File: src/rtl/dmem_arbiter_if.sv
// Bus bundle between the CPU, the external master and the data-memory port of dmem_arbiter.
interface dmem_arbiter_if;
  logic        cpu_req;
  logic        cpu_wr;
  logic [2:0]  cpu_ctrl;
  logic [31:0] cpu_addr;
  logic [31:0] cpu_wdata;
  logic [31:0] cpu_rdata;
  logic        cpu_stall;

  logic        ext_req;
  logic        ext_wr;
  logic [2:0]  ext_ctrl;
  logic [31:0] ext_addr;
  logic [31:0] ext_wdata;
  logic        ext_ack;
  logic [31:0] ext_rdata;

  logic        dm_wr;
  logic [2:0]  dm_ctrl;
  logic [31:0] dm_addr;
  logic [31:0] dm_wdata;
  logic [31:0] dm_rdata;

  modport slave (
    input  cpu_req, cpu_wr, cpu_ctrl, cpu_addr, cpu_wdata,
    input  ext_req, ext_wr, ext_ctrl, ext_addr, ext_wdata,
    input  dm_rdata,
    output cpu_rdata, cpu_stall, ext_ack, ext_rdata,
    output dm_wr, dm_ctrl, dm_addr, dm_wdata
  );

  modport master (
    output cpu_req, cpu_wr, cpu_ctrl, cpu_addr, cpu_wdata,
    output ext_req, ext_wr, ext_ctrl, ext_addr, ext_wdata,
    output dm_rdata,
    input  cpu_rdata, cpu_stall, ext_ack, ext_rdata,
    input  dm_wr, dm_ctrl, dm_addr, dm_wdata
  );
endinterface

File: src/rtl/dmem_arbiter.sv
// Single-cycle CPU/EXT data-memory arbiter. EXT has priority; defining DMEM_ARB_BURST_LIMIT_EN
// grants the CPU after BURST_MAX consecutive EXT grants while it waits.
module dmem_arbiter #(
  parameter int unsigned BURST_MAX = 4
) (
  input  logic           clk,
  input  logic           rst,
  dmem_arbiter_if.slave  bus,
  output logic [1:0]     owner
);

  if (BURST_MAX < 1) begin : g_bad_burst_max
    $error("BURST_MAX must be at least 1");
  end

  typedef enum logic [1:0] {
    OwnNone = 2'b00,
    OwnCpu  = 2'b01,
    OwnExt  = 2'b10
  } owner_e;

  owner_e owner_q, owner_d;
  logic   cpu_grant, ext_grant;
  logic   burst_hit;

`ifdef DMEM_ARB_BURST_LIMIT_EN
  localparam int unsigned CntW = $clog2(BURST_MAX + 1);
  localparam logic [CntW-1:0] BurstMax = CntW'(BURST_MAX);

  logic [CntW-1:0] burst_cnt_q, burst_cnt_d;

  assign burst_hit = (burst_cnt_q == BurstMax);

  always_comb begin
    burst_cnt_d = burst_cnt_q;
    if (!bus.cpu_req || cpu_grant) begin
      burst_cnt_d = '0;
    end else if (ext_grant && (burst_cnt_q != BurstMax)) begin
      burst_cnt_d = burst_cnt_q + 1'b1;
    end
  end

  always_ff @(posedge clk) begin
    if (rst) begin
      burst_cnt_q <= '0;
    end else begin
      burst_cnt_q <= burst_cnt_d;
    end
  end
`else
  assign burst_hit = 1'b0;
`endif

  // Grants are forced off during reset so any in-flight EXT transfer is dropped unacked.
  always_comb begin
    cpu_grant = 1'b0;
    ext_grant = 1'b0;
    if (!rst) begin
      if (bus.ext_req && !(bus.cpu_req && burst_hit)) begin
        ext_grant = 1'b1;
      end else if (bus.cpu_req) begin
        cpu_grant = 1'b1;
      end
    end
  end

  always_comb begin
    bus.dm_wr     = 1'b0;
    bus.dm_ctrl   = 3'b000;
    bus.dm_addr   = 32'h0;
    bus.dm_wdata  = 32'h0;
    bus.cpu_rdata = 32'h0;
    bus.ext_rdata = 32'h0;
    owner_d       = OwnNone;
    if (cpu_grant) begin
      bus.dm_wr     = bus.cpu_wr;
      bus.dm_ctrl   = bus.cpu_ctrl;
      bus.dm_addr   = bus.cpu_addr;
      bus.dm_wdata  = bus.cpu_wdata;
      bus.cpu_rdata = bus.dm_rdata;
      owner_d       = OwnCpu;
    end else if (ext_grant) begin
      bus.dm_wr     = bus.ext_wr;
      bus.dm_ctrl   = bus.ext_ctrl;
      bus.dm_addr   = bus.ext_addr;
      bus.dm_wdata  = bus.ext_wdata;
      bus.ext_rdata = bus.dm_rdata;
      owner_d       = OwnExt;
    end
  end

  assign bus.cpu_stall = bus.cpu_req & ~cpu_grant & ~rst;
  assign bus.ext_ack   = ext_grant;

  always_ff @(posedge clk) begin
    if (rst) begin
      owner_q <= OwnNone;
    end else begin
      owner_q <= owner_d;
    end
  end

  assign owner = owner_q;

endmodule

File: src/flat_wrapper.sv
// flat-port wrapper written by rule: the top's interface ports become plain ports
module dmem_arbiter_flat 
#(
  parameter int unsigned BURST_MAX = 4
)
  (clk, rst, owner, bus_cpu_req, bus_cpu_wr, bus_cpu_ctrl, bus_cpu_addr, bus_cpu_wdata, bus_ext_req, bus_ext_wr, bus_ext_ctrl, bus_ext_addr, bus_ext_wdata, bus_dm_rdata, bus_cpu_rdata, bus_cpu_stall, bus_ext_ack, bus_ext_rdata, bus_dm_wr, bus_dm_ctrl, bus_dm_addr, bus_dm_wdata);
  dmem_arbiter_if bus_i ();
  input  logic clk;
  input  logic rst;
  output logic [1:0] owner;
  input wire logic [$bits(bus_i.cpu_req)-1:0] bus_cpu_req;
  input wire logic [$bits(bus_i.cpu_wr)-1:0] bus_cpu_wr;
  input wire logic [$bits(bus_i.cpu_ctrl)-1:0] bus_cpu_ctrl;
  input wire logic [$bits(bus_i.cpu_addr)-1:0] bus_cpu_addr;
  input wire logic [$bits(bus_i.cpu_wdata)-1:0] bus_cpu_wdata;
  input wire logic [$bits(bus_i.ext_req)-1:0] bus_ext_req;
  input wire logic [$bits(bus_i.ext_wr)-1:0] bus_ext_wr;
  input wire logic [$bits(bus_i.ext_ctrl)-1:0] bus_ext_ctrl;
  input wire logic [$bits(bus_i.ext_addr)-1:0] bus_ext_addr;
  input wire logic [$bits(bus_i.ext_wdata)-1:0] bus_ext_wdata;
  input wire logic [$bits(bus_i.dm_rdata)-1:0] bus_dm_rdata;
  output wire logic [$bits(bus_i.cpu_rdata)-1:0] bus_cpu_rdata;
  output wire logic [$bits(bus_i.cpu_stall)-1:0] bus_cpu_stall;
  output wire logic [$bits(bus_i.ext_ack)-1:0] bus_ext_ack;
  output wire logic [$bits(bus_i.ext_rdata)-1:0] bus_ext_rdata;
  output wire logic [$bits(bus_i.dm_wr)-1:0] bus_dm_wr;
  output wire logic [$bits(bus_i.dm_ctrl)-1:0] bus_dm_ctrl;
  output wire logic [$bits(bus_i.dm_addr)-1:0] bus_dm_addr;
  output wire logic [$bits(bus_i.dm_wdata)-1:0] bus_dm_wdata;
  assign bus_i.cpu_req = bus_cpu_req;
  assign bus_i.cpu_wr = bus_cpu_wr;
  assign bus_i.cpu_ctrl = bus_cpu_ctrl;
  assign bus_i.cpu_addr = bus_cpu_addr;
  assign bus_i.cpu_wdata = bus_cpu_wdata;
  assign bus_i.ext_req = bus_ext_req;
  assign bus_i.ext_wr = bus_ext_wr;
  assign bus_i.ext_ctrl = bus_ext_ctrl;
  assign bus_i.ext_addr = bus_ext_addr;
  assign bus_i.ext_wdata = bus_ext_wdata;
  assign bus_i.dm_rdata = bus_dm_rdata;
  assign bus_cpu_rdata = bus_i.cpu_rdata;
  assign bus_cpu_stall = bus_i.cpu_stall;
  assign bus_ext_ack = bus_i.ext_ack;
  assign bus_ext_rdata = bus_i.ext_rdata;
  assign bus_dm_wr = bus_i.dm_wr;
  assign bus_dm_ctrl = bus_i.dm_ctrl;
  assign bus_dm_addr = bus_i.dm_addr;
  assign bus_dm_wdata = bus_i.dm_wdata;
  dmem_arbiter #(.BURST_MAX(BURST_MAX)) u_core (.clk(clk), .rst(rst), .bus(bus_i), .owner(owner));
endmodule
File: config.mk
export PLATFORM = sky130hd
export DESIGN_NAME = dmem_arbiter_flat
export DESIGN_NICKNAME = d
export VERILOG_FILES = /design/src/rtl/dmem_arbiter_if.sv /design/src/rtl/dmem_arbiter.sv /design/src/flat_wrapper.sv
export SDC_FILE = /design/constraint.sdc
export NUM_CORES = 1
export LEC_CHECK = 0
export CELL_PAD_IN_SITES_DETAIL_PLACEMENT = 1
export CELL_PAD_IN_SITES_GLOBAL_PLACEMENT = 1
export CORE_MARGIN = 2
export CORE_UTILIZATION = 10
export DETAILED_ROUTE_END_ITERATION = 7
export GPL_ROUTABILITY_DRIVEN = 0
export MAX_ROUTING_LAYER = met4
export PLACE_DENSITY = 0.92
export SYNTH_ARGS = -nofsm -noshare
export SYNTH_HDL_FRONTEND = slang
export SYNTH_SLANG_ARGS = --single-unit
export TNS_END_PERCENT = 5
File: constraint.sdc
create_clock -name clk -period 2.8 [get_ports clk]
set_clock_uncertainty 0.1 [all_clocks]
set_input_delay 0.28 -clock clk [delete_from_list [all_inputs] [get_ports clk]]
set_output_delay 0.28 -clock clk [all_outputs]
set_load 0.005 [all_outputs]
==> results.py, run 1 <==
metrics = {
    "status": {
        "status": "complete, no violations",
    },
    "global_routing": {
        "grt_pass1_wl_mm": 17.0,
        "grt_pass1_vias": 2893,
        "grt_max_degree": 69,
        "overflow": 0,
        "antenna_found_initial": 0,
        "gr-usage-all-layers_pct": 15.3,
    },
    "logic_synthesis": {
        "synth.yosys.seq_area_share_pct": 2.99,
        "syn_area_mm2": 0.00134,
        "yosysTopAreaCellShare_pct": 50.9,
        "synth_edf_count": 0,
        "netlist_instances": 169,
        "synthTopCellsByArea": "a32o_1 (51%), and2_1 (30%), buf_4 (4.5%)",
        "synth_top_cell_by_area": "a32o_1",
        "synthArstFlopShare_pct": 0,
        "ys_types": 10,
        "syn_avg_cell_area_um2": 7.91,
        "yosysMostFrequentCell": "a32o_1",
        "ys_warn_count": 0,
        "ys_ff_latch": 2,
        "ys.flop_type": "dfxtp_1",
        "synth_fp_nets": 341,
        "yosys-top-cells-count": "a32o_1 (68), and2_1 (65), buf_2 (11)",
    },
    "timing": {
        "fmax_ghz": 0.402,
        "rsz0062_at_grt": "false",
        "hold_violations": 0,
        "min_period_over_period_pct": 88.9,
        "period_minus_slack_ns": 2.49,
        "maxSlewViolCount": 0,
        "worstMarginPinSlew_ns": 0.326,
        "fin_setup_tns_ns": 0,
        "setup_viol": 0,
        "relSlewSlack_pct": 78.3,
    },
    "routing": {
        "firstDrtPassIters": 5,
        "drtIter0Drc": 133,
        "totalWireLength_mm": 11.7,
        "drc": 0,
        "ant_nets": 0,
        "avgRoutedWirePerCell_um": 18.5,
        "routed-via-count": 2739,
        "vias_per_cell": 4.34,
    },
    "power": {
        "p_clk_share_pct": 25.1,
        "power_density_mw_per_mm2": 186,
        "peakVddDrop_mv": 0.119,
        "seq_power_share_pct": 3.5,
        "p_sw_uw": 222,
        "p_leak_uw": 0.00161,
        "intPower_uw": 641,
        "p_comb_share_pct": 71.4,
        "switching_share_pct": 25.7,
    },
    "die": {
        "dieWidth_um": 120,
        "ios": 308,
        "start_util_pct": 10.2,
        "fp.dieH_um": 120,
        "floorplan.die_area_mm2": 0.0143,
        "rows": 42,
        "core_region_area_mm2": 0.0131,
    },
    "cts": {
        "cts-resized-gates": 0,
        "cts_made_buffers": 3,
        "hold_buffers": 0,
        "htreeDepth": 1,
        "clk_pin_slew_ns": 0.03,
        "clock-sinks": 2,
        "tritoncts": "yes",
        "root_buffer": "clkbuf_16",
        "cts_buffer_depth": 2,
        "post_cts_buffers": 0,
    },
    "placed_design": {
        "portBuffers": 307,
        "place_hpwl_mm": 9.50,
        "dpl-instance-area_mm2": 0.00457,
    },
    "finish": {
        "syn_to_final_growth_pct": 247,
        "n_antenna_cell": 0,
        "nets": 629,
        "largest_reg_flops": 2,
        "drive_gt1_share_pct": 2.64,
        "stdcell_area_mm2": 0.00465,
    },
    "run": {
        "maxCapViolCount": 0,
    },
    "setup_path": {
        "path_class": "in -> out",
        "crit_path_end_kind": "output port",
        "cp_max_fo": 55,
        "crit_arrival_ns": 2.11,
        "start_kind": "input pin",
        "critPathRequiredTime_ns": 2.42,
    },
    "hold_path": {
        "whs_path_depth": 2,
        "worstHoldPathType": "in -> reg",
    },
}
==> layout by cell type, fill, tap and decap left out <==
| master | netlist | routed |
|---|---|---|
| a32o_1 | 68 | 68 |
| and2_1 | 65 | 65 |
| buf_12 | 0 | 5 |
| clkbuf_16 | 0 | 3 |
| clkdlybuf4s50_1 | 0 | 307 |
| dfxtp_1 | 2 | 2 |
| inv_2 | 1 | 1 |
| nor2b_1 | 3 | 1 |
| nor2b_4 | 0 | 2 |
| nor3b_2 | 1 | 1 |
==> routing by layer <==
| metal | track usage, % | share of wire, % |
|---|---|---|
| met1 | 17.2 | 39 |
| met2 | 29.0 | 54 |
| met3 | 1.81 | 6.2 |
| met4 | 2.87 | 1.3 |
| met5 | - | 0 |
==> cells by family (layout without fill, tap and decap cells) <==
kind of cell	Yosys count	in the layout	share of synthesized area [%]
AOI/OAI and AO/OA	68	68	50.9
and+or+nand+nor	69	69	32.7
buffers and inverters	30	316	13.4
DFF	2	2	2.99
==> per-stage QoR <==
step | hold slack, ns | worst slack, ns | instances | utilization [%] | power, uW
after floorplan | 0.252 | 1.40 | 169 | - | 184
after global placement | 0.879 | 0.358 | 628 | 34.8 | 630
after detailed placement | 0.893 | 0.303 | 628 | 34.8 | 649
after CTS | 0.658 | 0.308 | 631 | 35.4 | 875
after global routing | 0.678 | 0.233 | 631 | 35.4 | 906
final | 0.656 | 0.310 | 631 | 35.4 | 863
==> final cells by class <==
type | count | area, um2
fillers | 1504 | 8490
repair buffers | 312 | 3170
multi-input cells | 137 | 1130
well taps | 176 | 220
clock buffers | 3 | 75.1
flip-flops and latches | 2 | 40.0
inverters | 1 | 3.75
==> critical path: stages <==
cell and delay (ns):
clkdlybuf4s50_1 0.58, nor2b_4 0.25, buf_12 0.25, a32o_1 0.17
clkdlybuf4s50_1 0.53
==> power groups by stage <==
stage | logic, uW | clock network, uW | registers [uW]
floorplan | 154 | 0 | 31.0
CTS | 623 | 221 | 30.5
detailed placement | 618 | 0 | 30.9
global placement | 599 | 0 | 30.8
finish | 616 | 217 | 30.5
global route | 652 | 224 | 30.5
==> path summary, 6_finish.rpt <==
path / startpoint / end / slack [ns]
worst max-delay path: bus_ext_req / bus_dm_addr[22] / 0.31
worst min-delay path: bus_cpu_req / u_core.owner[0] / 0.66
Power figures use the tool's default switching activity.
==> inputs of run 2 (changes only) <==
--- a/config.mk
+++ b/config.mk
@@ -13,6 +13,7 @@
 export GPL_ROUTABILITY_DRIVEN = 0
 export MAX_ROUTING_LAYER = met4
 export PLACE_DENSITY = 0.92
+export RECOVER_POWER = 50
 export SYNTH_ARGS = -nofsm -noshare
 export SYNTH_HDL_FRONTEND = slang
 export SYNTH_SLANG_ARGS = --single-unit
==> run 2 against run 1 <==
Maximum frequency shrank 3.7%; sequential share of layout area did not move; clock-buffer cell count unchanged; total power is 1.6% lower; design area unchanged; setup slack worse by 0.096 ns; die area stayed put; flip-flop and latch count is the same; utilization unchanged; largest cell class unchanged.
==> results.py, run 2 (synthesized netlist as in run 1, its figures left out) <==
metrics = {
    "setup_path": {
        "cp_max_fo": 68,
        "path_class": "in -> out",
        "critPathRequiredTime_ns": 2.42,
        "start_kind": "input pin",
        "crit_arrival_ns": 2.21,
        "crit_path_end_kind": "output port",
    },
    "status": {
        "status": "complete, no violations",
    },
    "timing": {
        "relSlewSlack_pct": 78.5,
        "period_minus_slack_ns": 2.59,
        "setup_viol": 0,
        "maxSlewViolCount": 0,
        "min_period_over_period_pct": 92.3,
        "hold_violations": 0,
        "fin_setup_tns_ns": 0,
        "worstMarginPinSlew_ns": 0.322,
        "fmax_ghz": 0.387,
        "rsz0062_at_grt": "false",
    },
    "die": {
        "start_util_pct": 10.2,
        "floorplan.die_area_mm2": 0.0143,
        "fp.dieH_um": 120,
        "ios": 308,
        "core_region_area_mm2": 0.0131,
        "rows": 42,
        "dieWidth_um": 120,
    },
    "finish": {
        "drive_gt1_share_pct": 2.42,
        "utilization_pct": 35.4,
        "final_common_cell": "clkdlybuf4s50_1",
        "syn_to_final_growth_pct": 247,
        "final_cell_mix": "clkdlybuf4s50_1 (257), a32o_1 (68), and2_1 (53)",
        "nets": 629,
        "largest_reg_flops": 2,
        "n_antenna_cell": 0,
    },
    "routing": {
        "totalWireLength_mm": 11.7,
        "vias_per_cell": 4.35,
        "ant_nets": 0,
        "drc": 0,
        "firstDrtPassIters": 4,
        "drtIter0Drc": 129,
        "routed-via-count": 2745,
        "avgRoutedWirePerCell_um": 18.6,
    },
    "global_routing": {
        "gr-usage-all-layers_pct": 15.3,
        "grt_max_degree": 69,
        "grt_pass1_vias": 2893,
        "grt_pass1_wl_mm": 17.0,
        "antenna_found_initial": 0,
        "overflow": 0,
    },
    "power": {
        "p_clk_share_pct": 25.5,
        "seq_power_share_pct": 3.6,
        "p_leak_uw": 0.00173,
        "peakVddDrop_mv": 0.119,
        "switching_share_pct": 25.9,
        "p_sw_uw": 220,
        "power_density_mw_per_mm2": 183,
        "p_comb_share_pct": 70.9,
        "intPower_uw": 629,
    },
    "cts": {
        "cts-resized-gates": 0,
        "htreeDepth": 1,
        "clk_pin_slew_ns": 0.03,
        "root_buffer": "clkbuf_16",
        "clock-sinks": 2,
        "post_cts_buffers": 0,
        "cts_made_buffers": 3,
        "cts_buffer_depth": 2,
        "tritoncts": "yes",
        "hold_buffers": 0,
    },
    "placed_design": {
        "place_hpwl_mm": 9.50,
        "portBuffers": 307,
    },
    "hold_path": {
        "holdPathEnd": "u_core.owner[0]",
        "worstHoldStart": "bus_cpu_req",
        "whs_path_depth": 2,
        "worstHoldPathType": "in -> reg",
    },
    "run": {
        "maxCapViolCount": 0,
    },
}
==> run 2: metrics by stage <==
stage                     std cells  hold WS [ns]  power (uW)  cell area, um2  setup WS [ns]
after floorplan                 169         0.252         184            1340           1.40
after global placement          628         0.879         630            4570          0.358
after detailed placement        628         0.893         649            4570          0.303
after CTS                       631         0.658         875            4650          0.308
after global routing            631         0.680         893            4650          0.147
final                           631         0.660         850            4650          0.214
==> run 2: area by class of cell <==
class | count | area [um2]
fillers | 1504 | 8490
well taps | 176 | 220
flip-flops and latches | 2 | 40.0
inverters | 1 | 3.75
repair buffers | 312 | 3170
multi-input cells | 137 | 1130
clock buffers | 3 | 75.1
==> run 2: how the worst max path moves through the flow <==
stage	from	to	slack (ns)	cells after the start
CTS	bus_ext_req	bus_dm_wdata[30]	0.31	5
finish	rst	bus_dm_addr[8]	0.21	5
detailed placement	bus_ext_req	bus_dm_wdata[30]	0.30	5
global route	rst	bus_dm_addr[8]	0.15	5
floorplan	bus_cpu_req	bus_dm_wdata[11]	1.40	5
global placement	bus_ext_req	bus_dm_addr[3]	0.36	5
==> run 2: worst max-delay path, stage by stage <==
cell	delay, ns
dlygate4sd3_1	0.63
inv_1	0.15
buf_12	0.29
a32o_1	0.22
dlygate4sd3_1	0.58
==> run 2: power by group through the flow <==
stage               Clock (uW)  Sequential (uW)  Combinational, uW
finish                     216             30.5                603
global route               224             30.5                639
detailed placement           0             30.9                618
CTS                        221             30.5                623
global placement             0             30.8                599
floorplan                    0             31.0                154
==> run 2: layer usage <==
layer | wire length (um) | track usage, % | vias up | part of all wire, %
li1 | - | - | 1256 | -
met1 | 4570 | 17.2 | 1329 | 39
met2 | 6290 | 29.0 | 148 | 54
met3 | 715 | 1.81 | 12 | 6.1
met4 | 144 | 2.87 | 0 | 1.2
met5 | 0 | - | - | 0
